<file path="src/rtl/auto_pilot.sv">
// Autonomous wall-following sequencer: decide -> issue -> move -> back off -> re-align.
// Optional AUTO_BARRIER_EN: pulse place_barrier_signal on FORWARD entry after a junction decision.
module auto_pilot #(
    parameter int BACK_TIME    = 750,
    parameter int FWD_TIME     = 375,
    parameter int CNT_W        = 16,
    parameter int MOVE_TIMEOUT = 4000,
    parameter int LEFT_HAND    = 0,
    parameter int JCNT_W       = 8
) (
    input  logic              i_clk,
    input  logic              i_rst,
    input  logic              i_enable,
    input  logic              i_start,
    input  logic [3:0]        i_detector,
    output logic              o_cmd_valid,
    output logic [1:0]        o_cmd_dir,
    input  logic              i_cmd_ready,
    input  logic              i_move_done,
    output logic              o_move_forward,
    output logic              o_move_backward,
    output logic              o_place_barrier_signal,
    output logic              o_fault,
    output logic [JCNT_W-1:0] o_junction_cnt,
    output logic [3:0]        o_out_state
);

    typedef enum logic [3:0] {
        IDLE    = 4'd0,
        DECIDE  = 4'd1,
        ISSUE   = 4'd2,
        MOVING  = 4'd3,
        BACKING = 4'd4,
        FORWARD = 4'd5,
        FAULT   = 4'd6
    } state_t;

    localparam logic [CNT_W-1:0] BACK_LAST = CNT_W'(BACK_TIME - 1);
    localparam logic [CNT_W-1:0] FWD_LAST  = CNT_W'(FWD_TIME - 1);
    localparam logic [CNT_W-1:0] TO_LAST   = CNT_W'((MOVE_TIMEOUT > 0) ? MOVE_TIMEOUT - 1 : 0);

    state_t             r_state;
    state_t             w_next;
    logic [CNT_W-1:0]   r_cnt;
    logic [1:0]         r_dir;
    logic [1:0]         w_dir;
    logic [JCNT_W-1:0]  r_jcnt;
    logic               w_front_clr;
    logic               w_left_clr;
    logic               w_right_clr;
    logic               w_junc;
    logic               w_unused_back;

    assign w_front_clr   = ~i_detector[3];
    assign w_left_clr    = ~i_detector[1];
    assign w_right_clr   = ~i_detector[0];
    assign w_unused_back = i_detector[2];
    assign w_junc = (w_front_clr & w_left_clr) | (w_front_clr & w_right_clr) |
                    (w_left_clr & w_right_clr);

    // First clear direction in hand-rule order; back only when all three are blocked.
    always_comb begin
        w_dir = 2'b11;
        if (LEFT_HAND != 0) begin
            if (w_left_clr)        w_dir = 2'b01;
            else if (w_front_clr)  w_dir = 2'b00;
            else if (w_right_clr)  w_dir = 2'b10;
        end else begin
            if (w_right_clr)       w_dir = 2'b10;
            else if (w_front_clr)  w_dir = 2'b00;
            else if (w_left_clr)   w_dir = 2'b01;
        end
    end

    always_comb begin
        w_next = r_state;
        case (r_state)
            IDLE:    if (i_start) w_next = DECIDE;
            DECIDE:  w_next = ISSUE;
            ISSUE:   if (i_cmd_ready) w_next = MOVING;
            MOVING: begin
                if (i_move_done)
                    w_next = BACKING;
                else if ((MOVE_TIMEOUT != 0) && (r_cnt == TO_LAST))
                    w_next = FAULT;
            end
            BACKING: if (r_cnt == BACK_LAST) w_next = FORWARD;
            FORWARD: if (r_cnt == FWD_LAST) w_next = DECIDE;
            FAULT:   w_next = FAULT;
            default: w_next = IDLE;
        endcase
        if (!i_enable) w_next = IDLE;
    end

    always_ff @(posedge i_clk or posedge i_rst) begin
        if (i_rst) r_state <= IDLE;
        else       r_state <= w_next;
    end

    // One counter serves as watchdog in MOVING and phase timer in BACKING/FORWARD.
    always_ff @(posedge i_clk or posedge i_rst) begin
        if (i_rst)
            r_cnt <= '0;
        else if (w_next != r_state)
            r_cnt <= '0;
        else if (r_state == MOVING || r_state == BACKING || r_state == FORWARD)
            r_cnt <= r_cnt + 1'b1;
    end

    always_ff @(posedge i_clk or posedge i_rst) begin
        if (i_rst)
            r_dir <= '0;
        else if (!i_enable)
            r_dir <= '0;
        else if (r_state == DECIDE)
            r_dir <= w_dir;
    end

    always_ff @(posedge i_clk or posedge i_rst) begin
        if (i_rst)
            r_jcnt <= '0;
        else if (i_enable && r_state == DECIDE && w_junc && r_jcnt != '1)
            r_jcnt <= r_jcnt + 1'b1;
    end

`ifdef AUTO_BARRIER_EN
    logic r_junc;

    always_ff @(posedge i_clk or posedge i_rst) begin
        if (i_rst)
            r_junc <= 1'b0;
        else if (!i_enable)
            r_junc <= 1'b0;
        else if (r_state == DECIDE)
            r_junc <= w_junc;
    end

    assign o_place_barrier_signal = (r_state == FORWARD) && (r_cnt == '0) && r_junc;
`else
    assign o_place_barrier_signal = 1'b0;
`endif

    assign o_cmd_valid     = (r_state == ISSUE);
    assign o_cmd_dir       = r_dir;
    assign o_move_forward  = (r_state == FORWARD);
    assign o_move_backward = (r_state == BACKING);
    assign o_fault         = (r_state == FAULT);
    assign o_junction_cnt  = r_jcnt;
    assign o_out_state     = r_state;

endmodule

</file>
<file path="config.mk">
export PLATFORM = sky130hd
export DESIGN_NAME = auto_pilot
export DESIGN_NICKNAME = d
export VERILOG_FILES = /design/src/rtl/auto_pilot.sv
export SDC_FILE = /design/constraint.sdc
export NUM_CORES = 1
export LEC_CHECK = 0
export BUFFER_PORTS_ARGS = -buffer_cell sky130_fd_sc_hd__clkbuf_2
export CORE_MARGIN = 2
export CORE_UTILIZATION = 60
export DETAILED_ROUTE_END_ITERATION = 12
export PLACE_DENSITY = 0.9
export SLEW_MARGIN = 20
export SYNTH_ARGS = -nofsm -noshare
export SYNTH_HDL_FRONTEND = slang
export SYNTH_SLANG_ARGS = --single-unit
</file>
<file path="constraint.sdc">
create_clock -name i_clk -period 6.6 [get_ports i_clk]
set_input_delay 0.99 -clock i_clk [delete_from_list [all_inputs] [get_ports i_clk]]
set_output_delay 0.99 -clock i_clk [all_outputs]
set_load 0.03 [all_outputs]
</file>
# ---- After elaboration in Yosys (flattened, before gate mapping)
# Cells that the tools add are included.
dict set report totals {
  reg_bits 30
  latch_bits 0
  mem_bits_rw 0
  romBits 0
  inputBits 10
  out_inout_bits 19
  elab_cells 48
  n_memories 0
}
dict set report op_classes {
  addsub 2
  n_mul 0
  div_mod_pow 0
  order_cmp 0
  eq_ne 12
  shifts 0
  n_mux 15
  bitwise_logic 8
  n_reduce_logical 7
}
# op n
set op_table {}
lappend op_table {{$mux 16} 2}
lappend op_table {{$mux 4} 7}
lappend op_table {{$pmux 4 s7} 1}
lappend op_table {{$add 16x1->16 const B} 1}
lappend op_table {{$eq 16x10->1 const B} 1}
lappend op_table {{$eq 16x12->1 const B} 1}
lappend op_table {{$eq 16x9->1 const B} 1}
lappend op_table {{$eq 4x3->1 const B} 3}
lappend op_table {{$mux 2} 5}
lappend op_table {{$add 8x1->8 const B} 1}
lappend op_table {{$eq 4x2->1 const B} 2}
lappend op_table {{$ne 8x8->1 const B} 1}
lappend op_table {{$eq 4x1->1 const B} 1}
lappend op_table {{$logic_not 4->1} 1}
lappend op_table {{$ne 4x4->1} 1}
lappend op_table {{$and 1x1->1} 3}
lappend op_table {{$logic_and 1x1->1} 3}
lappend op_table {{$not 1->1} 3}
lappend op_table {{$logic_or 1x1->1} 2}
lappend op_table {{$ne 2x1->1 const B} 1}
lappend op_table {{$or 1x1->1} 2}
lappend op_table {{$reduce_bool 2->1} 1}

# ---- Logic depth before layout (Yosys ltp)
# Gate-level depths: netlist of run 1.
dict set report logic_depth {
  ltp_word 7
  depth_mapped 9
  mapped_depth_nobuf 8
}

# ---- Worst setup path after synthesis of run 1
# No wires, ideal clock.
dict set report synth_timing {
  kind {reg-to-output}
  from {reg r_state[1] (netlist: o_out_state[1])}
  to {out o_cmd_valid}
  arrival_time_ns 1.910
  t_required_ns 5.610
  setup_slack_ns 3.700
  path_stages_with_launch 3
  n_path_buf 1
  path_cell_list {dfrtp_1 -> clkbuf_1 -> nor4b_1}
}
dict set report synth_via {
  elab_chain_len 1
}
# element line
set synth_lines {}
lappend synth_lines {{start, declared} 42} ;# state_t r_state;
lappend synth_lines {{start signal, assigned} 97} ;# else r_state <= w_next;
lappend synth_lines {{$eq 4x2->1} 143} ;# assign o_cmd_valid = (r_state == ISSUE);
lappend synth_lines {{end, declared} 16} ;# output logic o_cmd_valid,
# No other way between the ends.

# ---- Worst setup path after layout of run 1
dict set report layout_timing {
  from {reg r_state[2] (netlist: o_out_state[2])}
  to {out o_move_backward}
}
dict set report layout_via {
  elab_chain_len 1
}
# element line
set layout_lines {}
lappend layout_lines {{$eq 4x3->1} 146} ;# assign o_move_backward = (r_state == BACKING);
lappend layout_lines {{end, declared} 21} ;# output logic o_move_backward,
# No other way between the ends.

==> summary.md, run 1 <==
| Metric | Value |
|---|---|
| Crit-path max FO | `16` |
| Hold path start | `o_junction_cnt[7]$_DFFE_PP0P_` |
| CP Class | `reg -> out` |
| Yosys cell types | `50` |
| R2R Setup Slk | `3.94 ns` |
| Hold WS | `0.510 ns` |
| Hold Crit Class | `reg -> reg` |
| Most frequent cell after synthesis | `dfrtp_1` |
| Pre-antenna DRT Iters | `6` |
| Vias | `1386` |
| Core Area | `2810 um2` |
| DR vias/cell | `5.87` |
| Fin crit share | `42.6%` |
| Ys Warns | `0` |
| Root Buffer | `clkbuf_4` |
| Area grow syn2layout | `13.5%` |
| Post-CTS sizing | `0` |
| Slowest CP cell | `dfrtp_1` |
| Pin count of the biggest net entering global routing | `31` |
| Leak | `0.000884 uW` |
| Clock slew at reported path FFs | `0.10 ns` |
| Mux contribution to synthesized area | `1.18%` |
| Area of the mapped netlist | `1810 um2` |
| Worst EP required | `5.61 ns` |
| I/O pin count | `29` |
| Pins Over Slew Limit | `0` |
| Initial core utilization | `64.5%` |
| Critical path data arrival time | `1.82 ns` |
| Complex-gate fraction of the synthesized area | `6.64%` |
| Total Die Area | `3470 um2` |
| CP bufs+invs | `1` |
| Post-synth top area share | `41.5%` |
| Syn Area/Cell | `10.2 um2` |
| # H-tree levels | `2` |
| Status | `completed` |
| Critical-path cell list | `nor3b_1, nor2b_1, clkbuf_2` |
| Post-route ant nets | `0` |
| Simple-Gate Fraction of Synth Area | `30.8%` |
| Adder-Cell Fraction of Synth Area | `3.32%` |
| Area contributors post-synth | `dfrtp_1 42%, xnor2_1 6.3%, nor3_2 5.5%` |
| CTS Buf Count | `5` |
| Clk_skew | `0.00898 ns` |
| Hold_buf cts | `0` |
| Routed wire length | `3560 um` |
| Synth Area in XOR/XNOR | `12.7%` |
| Async S/R FF share, synth | `100%` |
| Largest area contributor in the netlist | `dfrtp_1` |
| Total track usage | `24.8%` |
| Drt drc | `0` |
| Post-synth EDFFs | `0` |
| Horiz. Die Dim | `58.9 um` |
| Critical path startpoint | `o_out_state[2]$_DFF_PP0_` |
| #FFs+latches synth | `30` |
| Fin Setup TNS | `0 ns` |
| Worst Setup Start Kind | `flip-flop` |
| Wire per inst | `15.1 um` |
| Final HPWL DP | `2550 um` |
| FF-to-FF Start | `o_out_state[2]$_DFF_PP0_` |
| Worst r2r path cells | `6` |
| # diodes | `0` |
| Clock tree buffer depth | `2` |
| Clock Sinks | `30` |
| MaxCap Viol Count | `0` |
| Critical Path Sink Type | `output pin` |
| Final setup vio count | `0` |
| Vias in the first global route | `1397` |
| Routability cong. | `0.896` |
| Layout Nets | `218` |
| Hold Vio Cnt, Final | `0` |
| I/O Buffers | `26` |
| Register area share after synthesis | `41.5%` |
| Slew @ Worst Pin | `0.860 ns` |
| Skew-Pair Late Insertion Delay | `0.35 ns` |
| Pwr Density | `210 nW/um2` |
| Slew margin rel. | `42.5%` |
| DRT iter0 DRCs | `30` |
| Cells after Synth | `177` |
| CTS tree | `done` |
| Unrepaired setup endpoints after global routing | `no` |
| Hold Crit Depth | `1` |
| Fmax | `0.355 GHz` |
| # fillers | `210` |
| RR Endpoint | `r_cnt[1]$_DFFE_PP0P_` |
| Synth Flop Type | `dfrtp_1` |
| CP peak stage delay | `0.62 ns` |
| Layout cells sized above 1 | `26.3%` |
| Fin crit period | `2.81 ns` |
| GR Overflow Total | `0` |
| First-pass GRT wire length | `6310 um` |
| CP delay by family, top | `simple AND/OR/NAND/NOR gates` |
| Antenna violations before repair | `0` |
| Max IR drop VDD | `0.187 mV` |
| Power Total | `432 uW` |
| Row Count | `19` |
| Most frequent cells after synthesis | `30 x dfrtp_1, 15 x nor2_1, 13 x xnor2_1` |
| Die Y | `58.9 um` |
| Sink of the worst hold path | `o_junction_cnt[7]$_DFFE_PP0P_` |
| Largest family of logic cells by synthesized area | `simple AND/OR/NAND/NOR gates` |
| Number of post-CTS setup repair buffers | `0` |
power breakdown:
part | internal [uW] | switching (uW) | total, uW
clock | 128 | 68.5 | 197
sequential | 188 | 7.21 | 196
combinational | 12.5 | 27.2 | 39.6
total | 329 | 103 | 432
sequential cells by signal, indices dropped and copies added (netlist names):
register and cells:
o_cmd_dir 2, o_junction_cnt 8, o_out_state 4, r_cnt 16
cells in the final DEF (no fill, tap or decap), types with 2 or more instances in the layout:
cell | netlist | layout
nor4b_1 | 3 | 3
dfrtp_1 | 30 | 30
nor3_1 | 9 | 9
ha_1 | 4 | 4
nand3_1 | 10 | 10
a31oi_1 | 2 | 2
nand2b_1 | 3 | 3
clkbuf_2 | 0 | 26
nor3b_1 | 2 | 2
and2_1 | 2 | 2
conb_1 | 1 | 2
a21oi_1 | 2 | 2
xnor2_1 | 13 | 13
bufinv_16 | 0 | 2
nor2_1 | 15 | 15
clkbuf_4 | 0 | 5
nand4_1 | 4 | 4
inv_1 | 7 | 6
nor3_2 | 10 | 10
xor2_1 | 10 | 10
nor4bb_1 | 4 | 4
nor4_1 | 2 | 2
nand3b_1 | 3 | 3
nand2_1 | 10 | 10
how the worst max path moves through the flow:
stage | to | slack [ns] | cells after the start
2_1_floorplan | o_cmd_valid | 3.70 | 2
3_3_place_gp | r_cnt[1]$_DFFE_PP0P_ | 3.68 | 7
3_5_place_dp | r_cnt[1]$_DFFE_PP0P_ | 3.62 | 7
4_1_cts | o_move_backward | 3.80 | 3
5_1_grt | r_cnt[1]$_DFFE_PP0P_ | 3.46 | 6
6_report | o_move_backward | 3.79 | 3
cell families after synthesis:
family | after synthesis
AO/OA/AOI/OAI | 14
XOR/XNOR | 24
adder cells (fa/ha/maj) | 5
buffers and inverters | 14
flip-flops | 30
multiplexers | 2
other | 1
AND/OR/NAND/NOR | 87
layout make-up:
cell class | count | area (um2) | share of cell area [%]
Inverter | 7 | 26.3 | 1.28
Multi-Input combinational cell | 134 | 995 | 48.5
Tap cell | 31 | 38.8 | 1.89
Clock inverter | 2 | 60.1 | 2.93
Sequential cell | 30 | 751 | 36.6
Timing Repair Buffer | 26 | 130 | 6.34
Clock buffer | 6 | 51.3 | 2.50
layer usage:
layer | up-vias | GRT usage [%] | wire, um
li1 | 685 | - | -
met4 | 0 | 11.7 | 103
met5 | - | 0 | 0
met2 | 28 | 39.4 | 1780
met3 | 12 | 9.01 | 150
met1 | 661 | 29.9 | 1530
stage by stage:
| step | instance area, um2 | instances | worst slack, ns | util (%) |
|---|---|---|---|---|
| after floorplan | 1810 | 178 | 3.70 | - |
| after global placement | 1940 | 228 | 3.68 | 69.2 |
| final | 2050 | 236 | 3.79 | 73.1 |
| after detailed placement | 1940 | 228 | 3.62 | 69.2 |
| after CTS | 2050 | 236 | 3.80 | 73.1 |
| after global routing | 2050 | 236 | 3.46 | 73.1 |
Note: power is estimated with default switching activity, not from simulation.
==> run 2, diff against run 1 <==
--- a/config.mk
+++ b/config.mk
@@ -7,9 +7,9 @@
 export LEC_CHECK = 0
 export BUFFER_PORTS_ARGS = -buffer_cell sky130_fd_sc_hd__clkbuf_2
 export CORE_MARGIN = 2
-export CORE_UTILIZATION = 60
+export CORE_UTILIZATION = 50
 export DETAILED_ROUTE_END_ITERATION = 12
-export PLACE_DENSITY = 0.9
+export PLACE_DENSITY = 0.81
 export SLEW_MARGIN = 20
 export SYNTH_ARGS = -nofsm -noshare
 export SYNTH_HDL_FRONTEND = slang
==> constraint.sdc (replaced) <==
create_clock -name i_clk -period 2.43 [get_ports i_clk]
set_input_delay 0.3645 -clock i_clk [delete_from_list [all_inputs] [get_ports i_clk]]
set_output_delay 0.3645 -clock i_clk [all_outputs]
set_load 0.03 [all_outputs]
==> run 2 against run 1 <==
Sequential power grew to 2.7 times the previous value; highest routed layer unchanged; clock power increased by 54%; wire length decreased by 0.25%; hold slack worse by 0.41 ns; total power up 120%; core utilization fell by 10 points; global-route usage down 4.8 points; combinational power rose to 3.0 times the previous value; largest power group is now registers; clock skew shrank 0.0024 ns.
==> summary.md, run 2 (same netlist as run 1, synthesis figures left out) <==
| Metric | Value |
|---|---|
| FF-to-FF Start | `r_cnt[0]$_DFFE_PP0P_` |
| Fin Setup TNS | `0 ns (unchanged)` |
| R2R Setup Slk | `0.15 ns (-3.79 ns)` |
| Fmax | `0.438 GHz` |
| Status | `completed` |
| GR Overflow Total | `0 (unchanged)` |
| Hold_buf cts | `0 (unchanged)` |
| Total Die Area | `4110 um2 (+19%)` |
| Most common cell after layout, fill and taps aside | `dfrtp_1` |
| MaxCap Viol Count | `0 (unchanged)` |
| # diodes | `0 (unchanged)` |
| Antenna violations before repair | `0 (unchanged)` |
| Pwr Density | `439 nW/um2 (+110%)` |
| CTS tree | `done` |
| Critical-path cell list | `ha_1, nor4bb_1, a41oi_2, or4b_4, a21oi_4, xor2_4, buf_4, nor3_1` |
| Worst r2r path cells | `8 (+2)` |
| Clock slew at reported path FFs | `0.09 ns (about the same)` |
| Unrepaired setup endpoints after global routing | `no` |
| Post-route ant nets | `0 (unchanged)` |
| Fin crit period | `2.28 ns` |
| Root Buffer | `clkbuf_4` |
| First-pass GRT wire length | `6460 um (+2.3%)` |
| Skew-Pair Late Insertion Delay | `0.31 ns (-0.04 ns)` |
| # H-tree levels | `2 (unchanged)` |
| Vias in the first global route | `1450 (+3.8%)` |
| Critical path data arrival time | `2.49 ns (+0.67 ns)` |
| Slew margin rel. | `61.9% (+19 points)` |
| # fillers | `294 (+40%)` |
| Total track usage | `20.0% (-4.8 points)` |
| Horiz. Die Dim | `64.1 um (+8.9%)` |
| Wire per inst | `13.3 um (-12%)` |
| Layout Nets | `235 (+7.8%)` |
| Hold Crit Class | `in -> async` |
| Post-CTS sizing | `0 (unchanged)` |
| Layout cells sized above 1 | `32.0% (+5.6 points)` |
| Row Count | `21 (+2)` |
| Hold Vio Cnt, Final | `0 (unchanged)` |
| Final setup vio count | `0 (unchanged)` |
| I/O Buffers | `26 (unchanged)` |
| Number of post-CTS setup repair buffers | `0 (unchanged)` |
| Max reg flops | `16 (unchanged)` |
| Die Y | `64.1 um (+8.9%)` |
| Top reg by flops | `r_cnt` |
| Core Area | `3420 um2 (+22%)` |
| Pins Over Slew Limit | `0 (unchanged)` |
| CTS Buf Count | `5 (unchanged)` |
| Drt drc | `0 (unchanged)` |
| Critical Path Sink Type | `flip-flop` |
| Pre-antenna DRT Iters | `4 (-2)` |
| Clock Sinks | `30 (unchanged)` |
| Clock tree buffer depth | `2 (unchanged)` |
| Routed wire length | `3550 um (-0.25%)` |
| DRT iter0 DRCs | `127 (+320%)` |
| Most frequent cells in the layout | `30 x dfrtp_1, 26 x clkbuf_2, 17 x buf_4, 15 x nor2_1, 13 x xnor2_1` |
| Crit-path max FO | `9 (-7)` |
| Slew @ Worst Pin | `0.563 ns (-0.297 ns)` |
| Worst Setup Start Kind | `flip-flop` |
| Worst EP required | `2.63 ns (-2.98 ns)` |
| Area grow syn2layout | `19.4%` |
| RR Endpoint | `r_cnt[14]$_DFFE_PP0P_` |
| CP Class | `reg -> reg` |
| Pin count of the biggest net entering global routing | `31 (unchanged)` |
| Max IR drop VDD | `0.420 mV (+120%)` |
| Fin crit share | `93.9%` |
| CP peak stage delay | `0.50 ns (-0.12 ns)` |
| Leak | `0.000947 uW (+7.2%)` |
| Routability cong. | `0.799 (-11%)` |
| DR vias/cell | `5.35 (-9.0%)` |
| Power Total | `949 uW (+120%)` |
| Clk_skew | `0.00657 ns (-0.00240 ns)` |
| Initial core utilization | `52.9% (-12 points)` |
| I/O pin count | `29 (unchanged)` |
| Slowest CP cell | `or4b_4` |
| Final HPWL DP | `2720 um (+6.8%)` |
| Vias | `1433 (+3.4%)` |
==> run 2: area by class of cell <==
cell class	count	area (um2)	area share [%]
Sequential cell	30	751	34.8
Tap cell	46	57.6	2.67
Clock inverter	2	12.5	0.580
Timing Repair Buffer	43	258	11.9
Multi-Input combinational cell	134	1000	46.4
Clock buffer	6	51.3	2.38
Inverter	7	26.3	1.22
==> run 2: worst max path at each step <==
stage                              start                    end  slack [ns]  depth (start not counted)
finish              r_cnt[0]$_DFFE_PP0P_  r_cnt[14]$_DFFE_PP0P_        0.15                          8
detailed placement  r_cnt[0]$_DFFE_PP0P_   r_cnt[1]$_DFFE_PP0P_         0.1                          7
floorplan           r_cnt[0]$_DFFE_PP0P_  r_cnt[10]$_DFFE_PP0P_        0.14                          8
global placement    r_cnt[0]$_DFFE_PP0P_   r_cnt[1]$_DFFE_PP0P_        0.13                          7
global route        r_cnt[0]$_DFFE_PP0P_   r_cnt[4]$_DFFE_PP0P_        0.02                          8
CTS                 r_cnt[0]$_DFFE_PP0P_   r_cnt[1]$_DFFE_PP0P_        0.07                          7
==> run 2: where the power goes <==
group	internal, uW	switching (uW)	total (uW)
Sequential	511	15.6	527
Combinational	40.9	76.1	117
Clock	139	166	304
==> run 2: routing by layer <==
layer | GRT usage [%] | up-vias | routed length, um
met1 | 25.5 | 685 | 1660
met3 | 5.46 | 4 | 91
met5 | 0 | - | 0
met2 | 33.3 | 25 | 1770
li1 | - | 719 | -
met4 | 5.59 | 0 | 27
==> run 2: per-stage QoR <==
step / instance area, um2 / hold slack (ns) / worst slack (ns) / utilization (%) / cells
final: 2160 / 0.0964 / 0.147 / 63.2 / 268
after global routing: 2160 / 0.102 / 0.0250 / 63.2 / 268
after CTS: 2150 / 0.102 / 0.0728 / 63.0 / 268
after detailed placement: 2090 / 0.456 / 0.0965 / 61.1 / 260
after global placement: 2090 / 0.436 / 0.125 / 61.1 / 260
after floorplan: 1810 / 0.455 / 0.142 / - / 178
==> run 2: worst max-delay path: cells and delay by family (launching register included) <==
family / cells / cell delay (ns)
adder cells (fa/ha/maj): 1 / 0.25
XOR/XNOR: 1 / 0.19
AO/OA/AOI/OAI: 2 / 0.38
flip-flops: 1 / 0.40
buffers and inverters: 1 / 0.22
AND/OR/NAND/NOR: 3 / 0.72
